<file path="src/rtl/cpu_pkg.sv">
// Shared CPU definitions: instruction geometry, fetch entry layout and the
// helper that word-aligns an address.
package cpu_pkg;
  localparam int CPU_XLEN    = 32;
  localparam int INSTR_BYTES = 4;
  localparam logic [CPU_XLEN-1:0] NOP_INSTR = 32'h0000_0000;

  typedef struct packed {
    logic [CPU_XLEN-1:0] pc;
    logic [CPU_XLEN-1:0] instr;
  } fetch_entry_t;

  function automatic logic [CPU_XLEN-1:0] align_addr(input logic [CPU_XLEN-1:0] a);
    return {a[CPU_XLEN-1:2], 2'b00};
  endfunction
endpackage

</file>
<file path="src/rtl/if_prefetch_stage_fetch_queue.sv">
// Generic DEPTH-entry synchronous FIFO with combinational head read.
// flush empties the queue and takes priority over push/pop.
module fetch_queue #(
  parameter int W     = 64,
  parameter int DEPTH = 4,
  localparam int AW   = $clog2(DEPTH)
) (
  input  logic          clk,
  input  logic          reset,
  input  logic          push,
  input  logic          pop,
  input  logic          flush,
  input  logic [W-1:0]  wdata,
  output logic [W-1:0]  head,
  output logic          full,
  output logic          empty,
  output logic [AW:0]   count
);
  logic [W-1:0]  mem [DEPTH];
  logic [AW-1:0] hd, tl;
  logic          do_push, do_pop;

  assign full    = (count == (AW+1)'(DEPTH));
  assign empty   = (count == '0);
  assign do_pop  = pop && !empty;
  // Push while full is only taken when the head leaves in the same cycle.
  assign do_push = push && (!full || do_pop);
  assign head    = mem[hd];

  always_ff @(posedge clk) begin
    if (reset || flush) begin
      hd    <= '0;
      tl    <= '0;
      count <= '0;
    end else begin
      if (do_push) tl <= tl + AW'(1);
      if (do_pop)  hd <= hd + AW'(1);
      if (do_push && !do_pop)      count <= count + (AW+1)'(1);
      else if (do_pop && !do_push) count <= count - (AW+1)'(1);
    end
  end

  always_ff @(posedge clk) begin
    if (!reset && !flush && do_push) mem[tl] <= wdata;
  end
endmodule

</file>
<file path="src/rtl/if_prefetch_stage.sv">
// Instruction-fetch stage: owns fetch_pc, reads imem combinationally and
// buffers {pc, instr} pairs toward ID; redirects flush and reload the PC.
module if_prefetch_stage
  import cpu_pkg::*;
#(
  parameter int XLEN    = 32,
  parameter int IMEM_AW = 6,
  parameter int DEPTH   = 4,
  parameter logic [XLEN-1:0] RESET_PC = '0
) (
  input  logic                      clk,
  input  logic                      reset,
  input  logic                      redirect_valid,
  input  logic [XLEN-1:0]           redirect_target,
  output logic [IMEM_AW-1:0]        imem_addr,
  input  logic [XLEN-1:0]           imem_rdata,
  output logic                      id_valid,
  input  logic                      id_ready,
  output logic [XLEN-1:0]           id_instr,
  output logic [XLEN-1:0]           id_pc,
  output logic                      flush_out,
  output logic [$clog2(DEPTH):0]    q_count
);
  typedef struct packed {
    logic [XLEN-1:0] pc;
    logic [XLEN-1:0] instr;
  } entry_t;

  logic [XLEN-1:0] fetch_pc;
  entry_t          wr_e, hd_e;
  logic            full, empty, push, pop;

  assign flush_out = redirect_valid;
  assign imem_addr = fetch_pc[IMEM_AW+1:2];
  // A redirect cycle neither consumes nor fetches; ID squashes its input.
  assign pop  = !empty && id_ready && !redirect_valid;
  assign push = !redirect_valid && (!full || pop);
  assign wr_e = '{pc: fetch_pc, instr: imem_rdata};

  always_ff @(posedge clk) begin
    if (reset)               fetch_pc <= RESET_PC;
    else if (redirect_valid) fetch_pc <= {redirect_target[XLEN-1:2], 2'b00};
    else if (push)           fetch_pc <= fetch_pc + XLEN'(INSTR_BYTES);
  end

  fetch_queue #(.W($bits(entry_t)), .DEPTH(DEPTH)) u_queue (
    .clk   (clk),
    .reset (reset),
    .push  (push),
    .pop   (pop),
    .flush (redirect_valid),
    .wdata (wr_e),
    .head  (hd_e),
    .full  (full),
    .empty (empty),
    .count (q_count)
  );

  assign id_valid = !empty;
  assign id_pc    = empty ? '0 : hd_e.pc;
  assign id_instr = empty ? XLEN'(NOP_INSTR) : hd_e.instr;
endmodule

</file>
<file path="config.mk">
export PLATFORM = sky130hd
export DESIGN_NAME = if_prefetch_stage
export DESIGN_NICKNAME = d
export VERILOG_FILES = /design/src/rtl/cpu_pkg.sv /design/src/rtl/if_prefetch_stage_fetch_queue.sv /design/src/rtl/if_prefetch_stage.sv
export SDC_FILE = /design/constraint.sdc
export NUM_CORES = 1
export LEC_CHECK = 0
export ABC_CLOCK_PERIOD_IN_PS = 9500
export CELL_PAD_IN_SITES_DETAIL_PLACEMENT = 0
export CELL_PAD_IN_SITES_GLOBAL_PLACEMENT = 2
export CORE_MARGIN = 5
export CORE_UTILIZATION = 36
export DETAILED_ROUTE_END_ITERATION = 16
export PLACE_DENSITY_LB_ADDON = 0.1
export SETUP_SLACK_MARGIN = 0.3
export SYNTH_ARGS = -nofsm -noshare
export SYNTH_HDL_FRONTEND = slang
export SYNTH_SLANG_ARGS = --single-unit
</file>
<file path="constraint.sdc">
create_clock -name clk -period 9.5 [get_ports clk]
set_input_delay 0.95 -clock clk [delete_from_list [all_inputs] [get_ports clk]]
set_output_delay 0.95 -clock clk [all_outputs]
set_load 0.005 [all_outputs]
</file>
* Word level (Yosys, flattened, before mapping) *
Memories as Yosys holds them, arrays and structs flattened. A register that Yosys moved wholly into a read port is not among the register bits.
Cells that the tools add are included.

operators by class
  $add $sub $neg = 5
  mux-type cells = 10
  div/mod/pow operators = 0
  shifts and indexed selects = 0
  reduce and logical (&&, ||, !) cells = 22
  order comparisons = 0
  eq/ne operators = 1
  multiply operators = 0
  bitwise operators = 0

operator list
  cell                   count
  $mux 32                4
  $add 32x3->32 const B  1
  $logic_and 1x1->1      9
  $logic_not 1->1        6
  $mux 3                 2
  $add 2x1->2 const B    2
  $mux 2                 2
  $reduce_bool 2->1      2
  $add 3x1->3 const B    1
  $eq 3x3->1 const B     1
  $logic_not 3->1        1
  $logic_or 1x1->1       3
  $sub 3x1->3 const B    1
  $mux 1                 2
  $reduce_or 2->1        1

word-level totals
  output and inout port bits = 75
  latch bits = 0
  flip-flop bits (word level) = 39
  bits in read-only memories = 0
  RAM bits = 256
  logic and storage cells = 44
  memories = 1

memory list
  name         words  width  read ports  clocked after Yosys merged registers in  write ports  RTL line                             RTL
  u_queue.mem  4      64     1           1                                        1            if_prefetch_stage_fetch_queue.sv:19  logic [W-1:0] mem [DEPTH];

* Longest topological paths before layout *
  depth after elaboration = 11
  mapped depth = 9
  depth with buffers taken out = 8

* Hierarchy *
Synthesis repeated with hierarchy kept, for this count alone.

second synthesis, totals
  cells, all modules = 721
  area total of the unflattened synthesis = 12199.2 sq um

modules (own cells, without submodules)
  module             instances  sequential area each (sq um)  cells each  area an instance (sq um)
  fetch_queue        1          7867.5                        384         9685.5
  if_prefetch_stage  1          600.6                         337         2513.7

* Worst setup path before layout *
OpenSTA, ideal clock, no wires.

  path kind = input -> register
  start point = input reset
  end point = memory u_queue.mem[0][0], enable pin
  slack = 5.495 ns
  setup time = 0.426 ns
  stages = 6
  required time = 9.074 ns
  data arrival time = 3.578 ns
  buffers on the path = 3
  path through = clkbuf_1 > or2_0 > clkbuf_1 > nor2_1 > clkbuf_1 > and2_1

on the way
  word-level cells in the longest chain between the ends = 5

ends and longest elaborated chain
  what                            RTL line                             RTL
  from (decl)                     if_prefetch_stage.sv:12              input logic reset,
  $logic_not 1->1                 if_prefetch_stage_fetch_queue.sv:44  if (!reset && !flush && do_push) mem[tl] <= wdata;
  $logic_and 1x1->1 (2 in a row)  if_prefetch_stage_fetch_queue.sv:44
  $mux 1                          if_prefetch_stage_fetch_queue.sv:44
  $mux 1 (not written as such)    if_prefetch_stage_fetch_queue.sv:44
  to (decl)                       if_prefetch_stage_fetch_queue.sv:19

No other way between the ends.

==> impl_results.md <==
- Cell area after layout: 14600 um^2
- DRC: 0
- Final Util: 44.8%
- Crit path largest cell delay: 0.80 ns
- Inserted Diodes: 0
- Post-synth EDFFs: 248
- Number of max-cap violations: 0
- Max frequency: roughly 240 MHz
- Status: finished clean
- Post-CTS setup buffers: 0
- Period utilization: 44.1%
- Commonest non-fill, non-tap cell in the layout: edfxtp_1
- Fin Clk Skew: roughly 0.0096 ns
- Synth cell types: 58
- Hold/Removal Path Class: register to register
- Placed insts: 1247
- RSZ-0062 raised after global routing: no
- H-Tree Depth: 1
- Hold buffers post-CTS: 0
- Die height: 192 um
- Row count: 66
- Maximum vdd ir drop: 0.131 mV
- Final HPWL DP: 16.0 mm
- GPL Wtd Cong: 0.744
- Warnings from Yosys: 0
- Final Non-Filler Cells: between 1000 and 1500
- Worst Setup Start Kind: register
- Wirelength per Cell: a little over 20 um
- Core box area: 32500 um^2
- IO Port Bufs: about 140
- Clock transition at the registers of the reported paths: 0.06 ns
- Vias: 6675
- CTS tree: built
- Most frequent cells in the layout: edfxtp_1, clkdlybuf4s50_1, and2_1
- DRT iter0 DRCs: 339
- Critical setup path kind: register to primary output
- Buf/Inv on CP: 2
- CTS resizes: 0
- CP delay by family, top: buffers and inverters
- Main flop type after synthesis: edfxtp_1
- Synth Instances: 709
- Minimum clock period: 4.19 ns
- Worst-skew pair later-pin latency: 0.54 ns
- Total track usage: between 10 and 15%
- Antenna violations before repair: 0
- Leakage power: 4.55 nW
- Cell area after synthesis: 11900 um^2
- Worst EP required: 8.55 ns
- Ys async rst share: 0%
- Die area: 36700 um^2
- Register area share after synthesis: 69.4%
- Critical-path maximum fanout: 44
- Root Driver: clkbuf_16
- Pin count of the biggest net entering global routing: 63
- Layout cells sized above 1: between 10% and 20%
- Worst-margin pin slew: 1.03 ns
- Starting Density: 36.5%
- Final hold violation count: 0
- Die extent in x: 192 um
- CTS max path bufs: 3
- Placed Area: 13600 um^2
- Final Slew Violations: 0
- Worst path arrival time: 3.24 ns
- #FFs+latches synth: 287
- Fillcell total: between 2000 and 3000
- Vias in the first global route: 7146
- Total chip power: 2.77 mW
- Overflow after GRT: 0
- Setup violations, final: 0
- DR pass1 iterations: 5
- Post-layout nets: 913
- Cts bufs inserted: 31
- PD cells: 190 nW/um^2
- I/O pin cnt: between 100 and 150
- Average cell area after synthesis: 16.7 um^2
- Slowest cell on the critical path: buf_4
- Worst-path cell chain: buf_4, mux4_2, and2_1, clkdlybuf4s50_1
- Final ANT Viol Nets: 0
- Via density: 5.12
- Area growth syn-to-layout: 22.9%
- Setup TNS: 0 ns
- Slew margin rel.: between 30 and 40%
- Crit end category: primary output
- Routed WL: 27.1 mm
- First-pass GRT wire length: 42.2 mm
- CTS sink cnt: 287
where the power goes:
group / leakage (nW) / internal [mW] / switching (mW)
Sequential: 2.60 / 1.41 / 0.0316
Combinational: 1.50 / 0.122 / 0.101
Clock: 0.454 / 0.649 / 0.454
Total: 4.55 / 2.18 / 0.587
worst register-to-register path, delay by kind of cell (launching register included):
kind                     cells  cell delay (ns)
flip-flops                   1             0.38
AND/OR/NAND/NOR              3             1.19
AO/OA/AOI/OAI                1             0.16
XOR/XNOR                     1             0.19
buffers and inverters        2             0.48
adder cells (fa/ha/maj)      2             0.58
kinds of logic (layout without fill, tap and decap cells):
logic type | after synthesis | count (layout) | synth area share, %
multiplexers | 65 | 65 | 12.0
buffers and inverters | 65 | 216 | 2.44
flip-flops | 287 | 287 | 69.4
XOR/XNOR | 13 | 13 | 0.960
other | 1 | 2 | 0.0316
AO/OA/AOI/OAI | 77 | 77 | 4.77
AND/OR/NAND/NOR | 194 | 194 | 9.62
adder cells (fa/ha/maj) | 7 | 7 | 0.802
per-layer routing:
layer	GRT usage [%]	up-vias	part of all wire [%]
met5	0	-	0
met2	24.5	150	48
met1	20.6	3414	46
li1	-	3085	-
met3	2.56	26	4.5
met4	2.98	0	1.4
final timing paths:
path / startpoint / end / slack, ns / cells past startpoint
max reg2reg: u_queue.count[0] / u_queue.count[2] / 6.44 / 9
min reg2reg: u_queue.hd[0] / u_queue.hd[0] / 0.53 / 2
min: u_queue.hd[0] / u_queue.hd[0] / 0.53 / 2
max: register / id_instr[23] / 5.31 / 4
final cells by class:
cell class | count | area [um^2] | share of cell area, %
clock buffers | 41 | 813 | 5.58
inverters | 12 | 45.0 | 0.309
flip-flops and latches | 287 | 8230 | 56.5
clock inverters | 15 | 115 | 0.790
repair buffers | 148 | 1460 | 9.99
well taps | 442 | 553 | 3.79
multi-input cells | 358 | 3360 | 23.1
metrics by stage:
step                worst slack, ns  hold WS, ns
finish                         5.31        0.529
global route                   5.00        0.574
CTS                            5.12        0.540
detailed placement             5.72        0.519
global placement               5.72        0.510
floorplan                      5.50        0.458
cells in the mapped netlist, types with 3 or more instances:
| cell type | count | area share (%) |
|---|---|---|
| ha_1 | 6 | 0.63 |
| o22ai_1 | 3 | 0.16 |
| a31oi_1 | 7 | 0.37 |
| nand2_1 | 18 | 0.57 |
| buf_2 | 9 | 0.38 |
| a211oi_1 | 8 | 0.51 |
| nor3_1 | 4 | 0.17 |
| dfxtp_1 | 39 | 6.6 |
| nand4_1 | 8 | 0.42 |
| or4_1 | 13 | 0.82 |
| nor4_1 | 5 | 0.26 |
| nor2_1 | 28 | 0.89 |
| nand3_1 | 14 | 0.59 |
| o2111ai_1 | 3 | 0.22 |
| mux4_2 | 62 | 12 |
| clkbuf_1 | 32 | 1.0 |
| a311oi_1 | 5 | 0.37 |
| xnor2_1 | 6 | 0.44 |
| buf_1 | 3 | 0.095 |
| mux2i_1 | 3 | 0.25 |
| and2_1 | 76 | 4.0 |
| o211ai_1 | 14 | 0.89 |
| buf_4 | 9 | 0.57 |
| o21ai_0 | 8 | 0.34 |
| a21oi_1 | 8 | 0.34 |
| xor2_1 | 7 | 0.52 |
| inv_1 | 11 | 0.35 |
| edfxtp_1 | 248 | 63 |
| nor4b_1 | 7 | 0.52 |
| or3_1 | 5 | 0.26 |
| o31ai_1 | 5 | 0.32 |
| nor2b_1 | 3 | 0.16 |
state kept, by name, indices dropped and copies added, names as in the netlist, named ones only:
register,cells
fetch_pc,30
u_queue.hd,2
u_queue.mem,248
u_queue.tl,2
u_queue.count,3
Power figures use the tool's default switching activity.
